**config.mk**
```make
export PLATFORM = sky130hd
export DESIGN_NAME = stopwatch_ctrl
export DESIGN_NICKNAME = d
export VERILOG_FILES = /design/src/rtl/stopwatch_pkg.sv /design/src/rtl/sw_bcd_timer.sv /design/src/rtl/stopwatch_ctrl.sv
export SDC_FILE = /design/constraint.sdc
export NUM_CORES = 1
export LEC_CHECK = 0
export ABC_AREA = 1
export CAP_MARGIN = 10
export CORE_MARGIN = 2
export CORE_UTILIZATION = 39
export CTS_BUF_LIST = sky130_fd_sc_hd__clkbuf_8 sky130_fd_sc_hd__clkbuf_16
export CTS_CLUSTER_SIZE = 8
export DETAILED_ROUTE_END_ITERATION = 8
export HOLD_SLACK_MARGIN = 0.05
export PLACE_DENSITY_LB_ADDON = 0.2
export SETUP_SLACK_MARGIN = 0.05
export SYNTH_ARGS = -nofsm -noshare
export SYNTH_HDL_FRONTEND = slang
export SYNTH_SLANG_ARGS = --single-unit
```
**constraint.sdc**
```tcl
create_clock -name clk -period 5.12 [get_ports clk]
set_clock_uncertainty 0.2 [all_clocks]
set_input_delay 1.024 -clock clk [delete_from_list [all_inputs] [get_ports clk]]
set_output_delay 1.024 -clock clk [all_outputs]
set_load 0.01 [all_outputs]
```
**src/rtl/stopwatch_pkg.sv**
```systemverilog
// Shared types and constants for the stopwatch core.
//   sw_state_t : FSM state encoding (IDLE/RUN/LAP/STOP)
//   bcd_time_t : packed MM:SS.CC time, six BCD digits, m1 most significant
package stopwatch_pkg;

  typedef enum logic [1:0] {
    IDLE = 2'd0,
    RUN  = 2'd1,
    LAP  = 2'd2,
    STOP = 2'd3
  } sw_state_t;

  localparam int unsigned CS_MAX  = 99;
  localparam int unsigned SEC_MAX = 59;
  localparam int unsigned MIN_MAX = 99;
  localparam int unsigned TIME_W  = 24;

  typedef struct packed {
    logic [3:0] m1;
    logic [3:0] m0;
    logic [3:0] s1;
    logic [3:0] s0;
    logic [3:0] c1;
    logic [3:0] c0;
  } bcd_time_t;

endpackage

```
**src/rtl/sw_bcd_timer.sv**
```systemverilog
// BCD MM:SS.CC time register with same-cycle carry ripple and 99:59.99 wrap.
//   clk, rst_n : clock, async active-low reset
//   inc        : advance time by one centisecond
//   clr        : clear time to 00:00.00 (wins over inc)
//   t          : current time
module sw_bcd_timer
  import stopwatch_pkg::*;
(
  input  logic      clk,
  input  logic      rst_n,
  input  logic      inc,
  input  logic      clr,
  output bcd_time_t t
);

  bcd_time_t t_q;
  bcd_time_t t_d;
  logic      cy_c;
  logic      cy_s;

  // True when a two-digit BCD field sits at its limit and must roll over.
  function automatic logic at_max(input logic [3:0] hi, input logic [3:0] lo,
                                  input int unsigned max);
    return (hi == 4'(max / 10)) && (lo == 4'(max % 10));
  endfunction

  // Next value of a two-digit BCD field, wrapping to 00 past its limit.
  function automatic logic [7:0] pair_next(input logic [3:0] hi, input logic [3:0] lo,
                                           input int unsigned max);
    logic [7:0] r;
    if (at_max(hi, lo, max))  r = 8'h00;
    else if (lo == 4'd9)      r = {hi + 4'd1, 4'd0};
    else                      r = {hi, lo + 4'd1};
    return r;
  endfunction

  // Increment with centisecond -> second -> minute carry chain.
  always_comb begin
    t_d  = t_q;
    cy_c = 1'b0;
    cy_s = 1'b0;
    if (clr) begin
      t_d = '0;
    end else if (inc) begin
      cy_c           = at_max(t_q.c1, t_q.c0, CS_MAX);
      {t_d.c1, t_d.c0} = pair_next(t_q.c1, t_q.c0, CS_MAX);
      if (cy_c) begin
        cy_s           = at_max(t_q.s1, t_q.s0, SEC_MAX);
        {t_d.s1, t_d.s0} = pair_next(t_q.s1, t_q.s0, SEC_MAX);
        if (cy_s) begin
          {t_d.m1, t_d.m0} = pair_next(t_q.m1, t_q.m0, MIN_MAX);
        end
      end
    end
  end

  always_ff @(posedge clk or negedge rst_n) begin
    if (!rst_n) t_q <= '0;
    else        t_q <= t_d;
  end

  assign t = t_q;

endmodule

```
**src/rtl/stopwatch_ctrl.sv**
```systemverilog
// Stopwatch control core: start/stop/lap/reset FSM, centisecond prescaler,
// BCD time counter and lap snapshot feeding the six-digit display.
//   clk, rst_n     : clock, async active-low reset
//   btn_ss, btn_lr : one-cycle start/stop and lap/reset press pulses
//   disp_bcd       : {m1,m0,s1,s0,c1,c0}, lap snapshot while in LAP
//   state          : IDLE=0 RUN=1 LAP=2 STOP=3
//   running        : high in RUN or LAP
//   lap_active     : high in LAP
module stopwatch_ctrl
  import stopwatch_pkg::*;
#(
  parameter int unsigned CLK_DIV = 500000
) (
  input  logic              clk,
  input  logic              rst_n,
  input  logic              btn_ss,
  input  logic              btn_lr,
  output logic [TIME_W-1:0] disp_bcd,
  output logic [1:0]        state,
  output logic              running,
  output logic              lap_active
);

  localparam int unsigned PW = (CLK_DIV > 2) ? $clog2(CLK_DIV) : 1;
  localparam logic [PW-1:0] PRE_LAST = PW'(CLK_DIV - 1);

  sw_state_t     state_q;
  sw_state_t     state_d;
  logic          time_clr;
  logic          lap_load;
  logic          counting;
  logic          tick;
  logic [PW-1:0] pre_q;
  bcd_time_t     time_q;
  bcd_time_t     lap_q;

  // Counting decision uses the pre-edge state so a stopping press still
  // lets a coincident tick land.
  assign counting = (state_q == RUN) || (state_q == LAP);
  assign tick     = counting && (pre_q == PRE_LAST);

  // Next-state and control decode; btn_ss has priority over btn_lr.
  always_comb begin
    state_d  = state_q;
    time_clr = 1'b0;
    lap_load = 1'b0;
    case (state_q)
      IDLE: begin
        if (btn_ss)      state_d = RUN;
        else if (btn_lr) time_clr = 1'b1;
      end
      RUN: begin
        if (btn_ss) begin
          state_d = STOP;
        end else if (btn_lr) begin
          state_d  = LAP;
          lap_load = 1'b1;
        end
      end
      LAP: begin
        if (btn_ss)      state_d = STOP;
        else if (btn_lr) state_d = RUN;
      end
      STOP: begin
        if (btn_ss) begin
          state_d = RUN;
        end else if (btn_lr) begin
          state_d  = IDLE;
          time_clr = 1'b1;
        end
      end
      default: state_d = IDLE;
    endcase
  end

  // State register plus registered status flags.
  always_ff @(posedge clk or negedge rst_n) begin
    if (!rst_n) begin
      state_q    <= IDLE;
      running    <= 1'b0;
      lap_active <= 1'b0;
    end else begin
      state_q    <= state_d;
      running    <= (state_d == RUN) || (state_d == LAP);
      lap_active <= (state_d == LAP);
    end
  end

  assign state = state_q;

  // Centisecond prescaler; holds its phase while paused.
  always_ff @(posedge clk or negedge rst_n) begin
    if (!rst_n)        pre_q <= '0;
    else if (time_clr) pre_q <= '0;
    else if (counting) pre_q <= tick ? '0 : pre_q + PW'(1);
  end

  // Lap snapshot captures the pre-increment time.
  always_ff @(posedge clk or negedge rst_n) begin
    if (!rst_n)        lap_q <= '0;
    else if (lap_load) lap_q <= time_q;
  end

  sw_bcd_timer u_timer (
    .clk   (clk),
    .rst_n (rst_n),
    .inc   (tick),
    .clr   (time_clr),
    .t     (time_q)
  );

  assign disp_bcd = lap_active ? lap_q : time_q;

endmodule

```
=== Word-level counts from Yosys, hierarchy flattened ===
Index checks and enable logic that the tools add are counted.

* Bits in registers: 71
* Bits of input ports: 4
* Word-level logic and storage cells: 81

* Add/sub/neg operators: 7
* Equal/unequal tests: 12
* Multiplexer cells: 26
* Reductions and logical operators: 20

{| class="wikitable"
|+ Operators by type and width
! operator !! number
|-
| 2-to-1 mux 24 bit || 3
|-
| 2-to-1 mux 19 bit || 3
|-
| 2-to-1 mux 8 bit || 7
|-
| adder 4 x 1 -> 4 bit, second input constant || 6
|-
| equality test 4 bit, second input constant || 5
|-
| adder 19 x 1 -> 19 bit, second input constant || 1
|-
| equality test 19 bit, second input constant || 1
|-
| 2-to-1 mux 16 bit || 1
|-
| 2-to-1 mux 2 bit || 7
|-
| nonzero test 3 bit || 3
|-
| case mux 2 bit (4 select lines) || 1
|-
| nonzero test 2 bit || 4
|-
| equality test 2 bit, second input constant || 3
|-
| AND reduction 3 bit || 2
|-
| equality test 2 x 1 -> 1 bit, second input constant || 2
|-
| equality test 4 x 3 -> 1 bit, second input constant || 1
|-
| logical AND 1 bit || 4
|-
| 2-to-1 mux 1 bit || 4
|-
| AND reduction 2 bit || 2
|-
| AND reduction 4 bit || 1
|-
| zero test 2 bit || 1
|-
| logical OR 1 bit || 2
|-
| OR reduction 2 bit || 1
|}

=== Depth between registers and ports, before layout ===
* Depth after elaboration: 7
* Depth in mapped cells: 12
* Gate-level depth less buffers: 10

=== By module ===
From an unflattened synthesis, not the netlist that was laid out.

* Cells, all modules: 542
* Area total of the unflattened synthesis: 4210.3 µm²

{| class="wikitable"
|+ Modules (own cells, without submodules)
! module !! instances !! cells each !! area an instance (µm²)
|-
| stopwatch_ctrl || 1 || 349 || 2682.6
|-
| sw_bcd_timer || 1 || 193 || 1527.7
|}

=== Worst setup path after synthesis ===
Ideal clock, no wire load.

* Path kind: flip-flop to output port
* Start point: reg lap_active
* End point: out disp_bcd[10]
* Arrival: 1124 ps
* Data required time: 3896 ps
* Slack: 2772 ps
* Stages on the path, launching flop included: 5
* Cell sequence: dfrtp_1 > clkbuf_1 > clkbuf_1 > nand2_1 > o21ai_0

* Longest elaborated chain between the ends: 1

{| class="wikitable"
|+ Ends and longest elaborated chain
! element !! RTL line !! source
|-
| from (decl) || stopwatch_ctrl.sv:21 || <nowiki>output logic lap_active</nowiki>
|-
| from (signal assigned) || stopwatch_ctrl.sv:85 || <nowiki>lap_active <= (state_d == LAP);</nowiki>
|-
| 2-to-1 mux 24 bit || stopwatch_ctrl.sv:112 || <nowiki>assign disp_bcd = lap_active ? lap_q : time_q;</nowiki>
|-
| to (decl) || stopwatch_ctrl.sv:18 || <nowiki>output logic [TIME_W-1:0] disp_bcd,</nowiki>
|}

No other way between the ends.

=== Worst setup path after layout ===
* Start point: reg lap_active
* End point: out disp_bcd[16]

Same word-level chain as after synthesis.

==> impl_metrics.json <==
{
  "status": "finished, final reports clean",
  "ys_types": 39,
  "synth_seq_area_share_pct": 44.15,
  "fmax_ghz": 0.3154,
  "syn_area_um2": 4024,
  "multi_input_area_um2": 1951,
  "grt_usage_pct": 16.57,
  "drtAntennaViolNets": 0,
  "cts_sinks": 71,
  "drc": 0,
  "r2r_cells": 10,
  "max-vdd-ir-drop_uv": 108.1,
  "num-nets-final": 569,
  "fin_crit_ns": 3.171,
  "gp_congestion": 0.8290,
  "post_cts_buffers": 0,
  "drt-vias-per-instance": 4.797,
  "fp.dieH_um": 105.6,
  "start_util_pct": 39.51,
  "p_per_area_nw_per_um2": 321.5,
  "final.setup.tns_ns": 0,
  "syn_to_final_growth_pct": 15.30,
  "first_pass_iters": 4,
  "startpoint_type": "register",
  "port_buffers": 31,
  "wl_met2_um": 3938,
  "finalWorstSetupSlack_ns": 1.949,
  "regArea_um2": 1777,
  "dr_wl_met3_um": 209,
  "grt_pass1_wl_um": 14990,
  "cts_tree": "built",
  "worstSkewPairLatency_ns": 0.35,
  "grt_max_degree": 49,
  "worstSetupPathType": "reg -> out",
  "netlist_instances": 517,
  "cts_buffers": 9,
  "cts.clk_slew.worst_paths_ns": 0.08,
  "cp-end-kind": "primary output",
  "syn-num-nets": 539,
  "r2r_slack_ns": 2.61,
  "maxCapViolations": 0,
  "cts_hold_buffers": 0,
  "synth.top_cell.area_share_pct": 44.15,
  "drv_slew": 0,
  "grt.overflow.total": 0,
  "num_rows": 37,
  "die_w_um": 105.6,
  "cts-resized-gates": 0,
  "crit_end": "disp_bcd[16]",
  "antenna_found_initial": 0,
  "fillCellCount": 1071,
  "root_buffer": "clkbuf_8",
  "relSlewSlack_pct": 40.89,
  "p_leak_nw": 2.015,
  "coreArea_um2": 10180,
  "ys_ff_latch": 71,
  "required_ns": 3.90,
  "highest_layer": "met4",
  "routedLengthMet1_um": 4209,
  "worst_pin_slew_ns": 0.8867,
  "fin_crit_sh_pct": 61.93,
  "cts_max_path_buffers": 2,
  "worst_hold_path_type": "reg -> reg",
  "num_antenna_cells": 0,
  "r2r_end": "u_timer.t[20]$_DFFE_PN0P_",
  "ys.flop_type": "dfrtp_1",
  "dp_slack_ns": 1.777,
  "io_pins": 32,
  "r2r_start": "state[1]$_DFF_PN0_",
  "wl_per_cell_um": 12.26,
  "cts_max_level": 3,
  "place_inst": 671,
  "finalWirelength_um": 8434,
  "synth_area_per_cell_um2": 7.783,
  "grt_pass1_vias": 3249,
  "cp-startpoint": "lap_active$_DFF_PN0_",
  "fin_cells": 688,
  "initialDrtViolationCount": 117,
  "setup_viol_count_final": 0,
  "yosysWarnings": 0,
  "yosys.area.top_type": "dfrtp_1",
  "vias": 3300,
  "async_flop_share_pct": 100.0,
  "synth-edff-count": 0,
  "drive_above_1_share_pct": 7.609,
  "synthTopCellsByArea": "dfrtp_1 44%, nand2_1 14%, o21ai_0 7.8%, ha_1 5.6%, inv_1 4.7%",
  "grt_setup_unrepaired": "false",
  "crit_arrival_ns": 1.95,
  "critPathMaxFanout": 34,
  "dieArea_um2": 11150,
  "hold_viol": 0,
  "place_hpwl_um": 5928
}
worst min path at each step:
stage                                from  depth (start not counted)  slack (ns)                    end
floorplan           lap_q[22]$_DFFE_PN0P_                          2        0.25  lap_q[22]$_DFFE_PN0P_
global placement    lap_q[20]$_DFFE_PN0P_                          2        0.27  lap_q[20]$_DFFE_PN0P_
detailed placement  lap_q[19]$_DFFE_PN0P_                          2        0.27  lap_q[19]$_DFFE_PN0P_
CTS                 lap_q[19]$_DFFE_PN0P_                          2        0.30  lap_q[19]$_DFFE_PN0P_
global route        lap_q[23]$_DFFE_PN0P_                          2        0.32  lap_q[23]$_DFFE_PN0P_
finish              lap_q[18]$_DFFE_PN0P_                          2        0.29  lap_q[18]$_DFFE_PN0P_
per-layer routing:
layer | vias to the layer above | track usage (%)
li1 | 1729 | -
met2 | 28 | 27.47
met5 | - | 0
met1 | 1537 | 21.87
met4 | 0 | 3.665
met3 | 6 | 4.329
cell type report:
class / instances / area share (%)
multi-input cells: 376 / 42.04
flip-flops and latches: 71 / 38.30
repair buffers: 35 / 7.659
inverters: 54 / 4.369
well taps: 136 / 3.668
clock buffers: 11 / 3.263
clock inverters: 5 / 0.7012
registers in the layout, indices dropped and copies added, names as in the netlist:
register / flops
running: 1
u_timer.t: 24
lap_q: 24
pre_q: 19
state: 2
lap_active: 1
stage by stage:
stage	area [um^2]	power (mW)	utilization, %	hold WS [ns]
2_1_floorplan	4024	0.9524	-	0.2529
3_3_place_gp	4428	1.063	43.48	0.2676
3_5_place_dp	4428	1.073	43.48	0.2733
4_1_cts	4612	1.501	45.28	0.2952
5_1_grt	4639	1.605	45.55	0.3176
6_report	4639	1.492	45.55	0.2882
report_power, final:
group / internal (mW) / switching [mW] / leakage, nW / total (mW)
clock network: 0.202 / 0.219 / 0.0932 / 0.421
registers: 0.602 / 0.0506 / 0.979 / 0.653
logic: 0.141 / 0.277 / 0.943 / 0.418
synthesized netlist by cell type (3+ instances only):
cell      instances
nand2_1         145
xnor2_1           3
inv_1            50
a21oi_1           5
nand2_2           5
o21ai_0          63
nor2_1           49
or2_2             3
o21ai_1           8
dfrtp_1          71
ha_1             18
xor2_1            9
clkbuf_1          8
nand3_1          21
nand4_1          16
nor3_1            9
buf_2             3
inv_2             4
critical path: stages, from the launching register on:
cell and delay, ns:
dfrtp_1 0.55, buf_16 0.25, o21ai_0 0.22, clkdlybuf4s50_1 0.57
cell usage in the layout, fill, tap and decap left out, types with 2 or more instances in the layout:
| cell | synthesis | final |
|---|---|---|
| nand2_1 | 145 | 145 |
| inv_1 | 50 | 51 |
| o21ai_1 | 8 | 8 |
| nand4_1 | 16 | 16 |
| xnor2_1 | 3 | 3 |
| buf_4 | 1 | 3 |
| o22ai_1 | 2 | 2 |
| clkdlybuf4s50_1 | 0 | 30 |
| nand2_2 | 5 | 5 |
| clkinvlp_4 | 0 | 2 |
| nor2_1 | 49 | 49 |
| o21ai_0 | 63 | 63 |
| inv_2 | 4 | 4 |
| xor2_1 | 9 | 9 |
| ha_1 | 18 | 18 |
| nand3_4 | 2 | 2 |
| dfrtp_1 | 71 | 71 |
| or2_2 | 3 | 3 |
| nand3_1 | 21 | 21 |
| clkbuf_8 | 0 | 11 |
| a211oi_1 | 2 | 2 |
| a21oi_1 | 5 | 5 |
| nor3b_1 | 2 | 2 |
| nand3_2 | 2 | 2 |
| nor3_1 | 9 | 9 |
kinds of logic after synthesis:
group | share of synthesized area [%]
fa+ha+maj | 5.597
simple gates | 29.57
flops | 44.15
buf+inv | 7.369
xor+xnor | 2.612
compound gates | 10.70
Note: power is estimated with default switching activity, not from simulation.
==> RTL change 1 (same flow settings) <==
Add an input register stage for `btn_ss` and `btn_lr`; this delays them by one clock. Comments in the files are not updated.
--- a/src/rtl/stopwatch_ctrl.sv
+++ b/src/rtl/stopwatch_ctrl.sv
@@ -26,2 +26,10 @@
 
+  logic btn_ss_q;
+  logic btn_lr_q;
+
+  always_ff @(posedge clk) begin
+    btn_ss_q <= btn_ss;
+    btn_lr_q <= btn_lr;
+  end
+
   sw_state_t     state_q;
@@ -48,9 +56,9 @@
       IDLE: begin
-        if (btn_ss)      state_d = RUN;
-        else if (btn_lr) time_clr = 1'b1;
+        if (btn_ss_q)      state_d = RUN;
+        else if (btn_lr_q) time_clr = 1'b1;
       end
       RUN: begin
-        if (btn_ss) begin
+        if (btn_ss_q) begin
           state_d = STOP;
-        end else if (btn_lr) begin
+        end else if (btn_lr_q) begin
           state_d  = LAP;
@@ -60,9 +68,9 @@
       LAP: begin
-        if (btn_ss)      state_d = STOP;
-        else if (btn_lr) state_d = RUN;
+        if (btn_ss_q)      state_d = STOP;
+        else if (btn_lr_q) state_d = RUN;
       end
       STOP: begin
-        if (btn_ss) begin
+        if (btn_ss_q) begin
           state_d = RUN;
-        end else if (btn_lr) begin
+        end else if (btn_lr_q) begin
           state_d  = IDLE;
Formal check against the unedited RTL: not equivalent (Yosys sat finds a counterexample within 4 cycles, from zero or initial values and one cycle with rst_n low).
==> RTL change 1 against the original RTL <==
Critical endpoint unchanged. Design area fell by 1.8%. Synthesized area shrank 1.2%. Worst setup slack worse by 140 ps. Sequential cell count rose by 2. Wire length shrank 3.5%. Non-clock buffer count fell by 1. Largest power group unchanged. Cell count decreased by 1.7%. Sequential power grew 2%. Total power fell by 2.0%. Global-route usage is 0.70 points lower. Largest cell class unchanged.
==> RTL change 1: results (changes against the original RTL) <==
stage	metric	value	unit	change
worst_setup_path	CP max FO	32		-5.9%
cts	Setup Buffers After CTS	0		unchanged
routing	DR vias	3316		+0.48%
routing	WL/cell	12.0	um	-1.7%
worst_setup_path	CP startpoint	lap_active$_DFF_PN0_		
worst_setup_path	Worst Setup EP	disp_bcd[16]		
grt	vias in the first global route	3158		-2.8%
outcome	outcome	finished, final reports clean		
synthesis	distinct cell type count after synthesis	30		-23%
worst_setup_path	register-to-register setup slack	2420	ps	-190 ps
grt	largest net degree at the start of global routing	49		unchanged
power	Leakage	0.00207	uW	+2.6%
synthesis	ranking of synthesized cells by area	dfrtp_1, nand2_1, o21ai_0, ha_1, inv_1		
place	Detailed Place HPWL	5840	um	-1.4%
power	VDD IR max	0.183	mV	+69%
layout	fillcell total	1021		-4.7%
worst_setup_path	crit path DAT	2090	ps	+140 ps
layout	Final #Nets	560		-1.6%
place	dpl ws	2160	ps	+387 ps
place	routability congestion estimate	0.854		+3.0%
routing	initial drt markers	150		+28%
cts	H-Tree Depth	3		unchanged
timing	worst rel slew slack	30.7	%	-10 points
synthesis	post-synthesis sequential area ratio	45.7	%	+1.5 points
worst_setup_path	RR Endpoint	u_timer.t[9]$_DFFE_PN0P_		
cts	Inserted Clock Buffers	9		unchanged
layout	Ant. Diodes	0		unchanged
grt	first-pass GRT wire length	14400	um	-3.7%
routing	DRT antenna net count	0		unchanged
place	Port-buffer cells	31		unchanged
flow_run	Max Cap Violations	0		unchanged
synthesis	Synth warnings	0		unchanged
synthesis	Post-synth ARST share	97.3	%	-2.7 points
cts	Clock Tree Buf Depth	2		unchanged
synthesis	most used flip-flop cell after synthesis	dfrtp_1		
hold_path	Worst Hold Class	reg2reg		
layout	layout cells sized above 1	6.63	%	-0.98 points
grt	gr usage total	15.9	%	-0.70 points
cts	clk_lat worst skew	340	ps	
synthesis	syn nets	531		-1.5%
synthesis	Synth top cells by count	nand2_1, dfrtp_1, o21ai_0, inv_1, nor2_1		
worst_setup_path	path depth of the worst reg2reg path	8		-2
RTL change 1: cell types whose count changed after synthesis, moves of 3 or more:
cell / delta
nand2_1: -19
nand3_1: +7
o21ai_1: +4
o21ai_0: -3
a21oi_1: +6
xor2_1: +4
nand4_1: -3
inv_2: +3
RTL change 1: cell type report:
cell class	instances	area share [%]
multi-input cells	362	40.8
well taps	133	3.65
clock inverters	5	0.439
clock buffers	11	3.32
inverters	58	4.78
repair buffers	34	7.19
flip-flops and latches	73	39.9
RTL change 1: per-stage QoR:
step                      cell area, um2  cells  util, %
after floorplan                     3980    509        -
after global placement              4390    660     44.7
after detailed placement            4390    660     44.7
after CTS                           4560    676     46.4
after global routing                4560    676     46.4
final                               4560    676     46.4
RTL change 1: cell families after synthesis:
kind of cell,share of synthesized area [%]
buffers and inverters,7.58
AND/OR/NAND/NOR,26.1
adder cells (fa/ha/maj),5.66
XOR/XNOR,3.74
AO/OA/AOI/OAI,11.3
flip-flops,45.7
RTL change 1: worst max-delay path, stage by stage, from the launching register on:
cell	delay (ps)
dfrtp_1	630
buf_4	360
nand2_1	70
o21ai_0	100
clkdlybuf4s50_1	580
RTL change 1: worst min path at each step:
stage	from	end	slack (ps)	cells past startpoint
after floorplan	lap_q[22]$_DFFE_PN0P_	lap_q[22]$_DFFE_PN0P_	250	2
after global placement	lap_q[9]$_DFFE_PN0P_	lap_q[9]$_DFFE_PN0P_	270	2
after detailed placement	lap_q[11]$_DFFE_PN0P_	lap_q[11]$_DFFE_PN0P_	270	2
after CTS	lap_q[11]$_DFFE_PN0P_	lap_q[11]$_DFFE_PN0P_	290	2
after global routing	lap_q[9]$_DFFE_PN0P_	lap_q[9]$_DFFE_PN0P_	310	2
final	lap_q[11]$_DFFE_PN0P_	lap_q[11]$_DFFE_PN0P_	290	2
RTL change 1: where the power goes:
part | total (uW) | switching (uW) | internal, uW
registers | 664 | 44.8 | 619
clock network | 401 | 206 | 195
logic | 397 | 268 | 129
total | 1460 | 519 | 943
RTL change 1: metal layers:
metal,wire (um),up-vias,track usage [%]
met5,0,-,0
met4,61,0,6.00
met3,253,6,2.62
met2,3790,50,25.5
met1,4040,1555,21.5
li1,-,1705,-
==> RTL change 2 (config.mk and constraints unchanged) <==
Without the edit above. The package constant `SEC_MAX` goes from 59 to 44.
--- a/src/rtl/stopwatch_pkg.sv
+++ b/src/rtl/stopwatch_pkg.sv
@@ -13,3 +13,3 @@
   localparam int unsigned CS_MAX  = 99;
-  localparam int unsigned SEC_MAX = 59;
+  localparam int unsigned SEC_MAX = 44;
   localparam int unsigned MIN_MAX = 99;
Behaviour: same outputs for any inputs over 10 cycles, from zero or initial values and one cycle with rst_n low; that may be too few to reach the edited logic, so the function may still have changed.
==> RTL change 2 against the original RTL <==
First-iteration DRC count rose by 24%. Via count fell by 2.4%. Total power rose by 43%. Design area fell by 1.1%. Cell count fell by 2.8%. Sequential cell count did not move. Worst setup slack got worse by 430 ps. Synthesized cell count fell by 3.1%. Fmax fell by 12%. Wire length fell by 4.4%. Register-to-register slack got worse by 60 ps. Synthesized area fell by 1.4%. Highest routed layer unchanged.
==> RTL change 2: results (changes against the original RTL) <==
stage	metric	value	unit	change
outcome	outcome	finished, final reports clean		
place	routability congestion estimate	0.825		-0.48%
synthesis	Synth warnings	0		unchanged
power	Leakage	0.00209	uW	+3.8%
place	Cell Area, Placed	0.00436	mm2	-1.6%
synthesis	syn nets	524		-2.8%
worst_setup_path	CP startpoint	lap_active$_DFF_PN0_		
layout	most common library cell in the layout ignoring fill and taps	nand2_1		
grt	gr usage total	15.7	%	-0.89 points
cts	Clock Tree Buf Depth	2		unchanged
layout	layout cells sized above 1	8.77	%	+1.2 points
synthesis	post-synthesis sequential area ratio	44.8	%	+0.64 points
synthesis	Synth top cells by count	nand2_1, dfrtp_1, o21ai_0, inv_1, nor2_1		
cts	post_cts resized	0		unchanged
synthesis	ranking of synthesized cells by area	dfrtp_1, nand2_1, o21ai_0, ha_1, inv_1		
cts	H-Tree Depth	3		unchanged
timing	worst rel slew slack	37.1	%	-3.8 points
grt	vias in the first global route	3102		-4.5%
routing	WL/cell	12.1	um	-1.7%
cts	Inserted Clock Buffers	9		unchanged
hold_path	Worst Hold Class	reg2reg		
worst_setup_path	critical path's largest stage delay	960	ps	+390 ps
layout	fillcell total	1018		-4.9%
grt	first-pass GRT wire length	14200	um	-5.3%
hold_path	hold_sp	lap_q[9]$_DFFE_PN0P_		
worst_setup_path	crit path DAT	2380	ps	+430 ps
synthesis	distinct cell type count after synthesis	31		-21%
place	Detailed Place HPWL	5700	um	-3.9%
routing	DR vias/cell	4.81		+0.35%
worst_setup_path	CP max stage cell	dfrtp_1		
synthesis	Post-synth ARST share	100	%	unchanged
layout	Final #Nets	554		-2.6%
worst_setup_path	Largest delay share family, worst path	flip-flops		
power	VDD IR max	0.305	mV	+180%
worst_setup_path	CP max FO	31		-8.8%
routing	initial drt markers	145		+24%
grt	largest net degree at the start of global routing	50		+2.0%
==> RTL change 2: final cells by class <==
cell class                 count  area [um2]  share of cell area, %
clock inverter                 6        92.6                   2.02
inverter                      53         199                   4.34
clock buffer                  10         138                   3.00
sequential                    71        1780                   38.7
tap                          133         166                   3.63
multi-input combinational    362        1890                   41.2
timing repair buffer          34         328                   7.14
==> RTL change 2: per-stage QoR <==
stage / util (%) / std cells / setup WS [ps]
detailed placement: 44.4 / 653 / 1840
global placement: 44.4 / 653 / 1860
global route: 46.7 / 669 / 1320
floorplan: - / 501 / 2770
finish: 46.7 / 669 / 1520
CTS: 46.7 / 669 / 1450
==> RTL change 2: worst reg2reg max path: stages, from the launching register on <==
cell and delay, ps:
dfrtp_1 440, inv_1 90, ha_1 350, inv_1 110
nand3_2 290, nand2_2 590, nand2_1 230, nand2_1 100
o21ai_1 60
==> RTL change 2: final timing paths <==
path | depth (start not counted) | end | slack (ps)
min in group asynchronous | 1 | lap_q[10]$_DFFE_PN0P_ | 450
max in group asynchronous | 2 | pre_q[11]$_DFFE_PN0P_ | 3260
worst min-delay path | 2 | lap_q[9]$_DFFE_PN0P_ | 290
worst max register to register | 8 | u_timer.t[4]$_DFFE_PN0P_ | 2550
worst min register to register | 2 | lap_q[9]$_DFFE_PN0P_ | 290
worst max-delay path | 4 | disp_bcd[18] | 1520
==> RTL change 2: logic make-up (layout without fill, tap and decap cells) <==
logic type | Yosys count | in the layout | synth area share, %
buf+inv | 68 | 103 | 7.60
xor+xnor | 15 | 15 | 3.31
flops | 71 | 71 | 44.8
compound gates | 85 | 85 | 11.0
simple gates | 243 | 243 | 27.3
fa+ha+maj | 19 | 19 | 5.99
==> RTL change 2: per-layer routing <==
metal | part of all wire, % | track usage [%] | vias to the layer above
met1 | 47 | 20.0 | 1495
met2 | 49 | 26.8 | 41
li1 | - | - | 1674
met4 | 1.3 | 4.38 | 0
met5 | 0 | 0 | -
met3 | 3.0 | 3.43 | 10
==> RTL change 2: power breakdown <==
part           total, uW  switching [uW]  internal, uW
sequential           836             140           696
combinational        786             441           345
clock                512             222           290
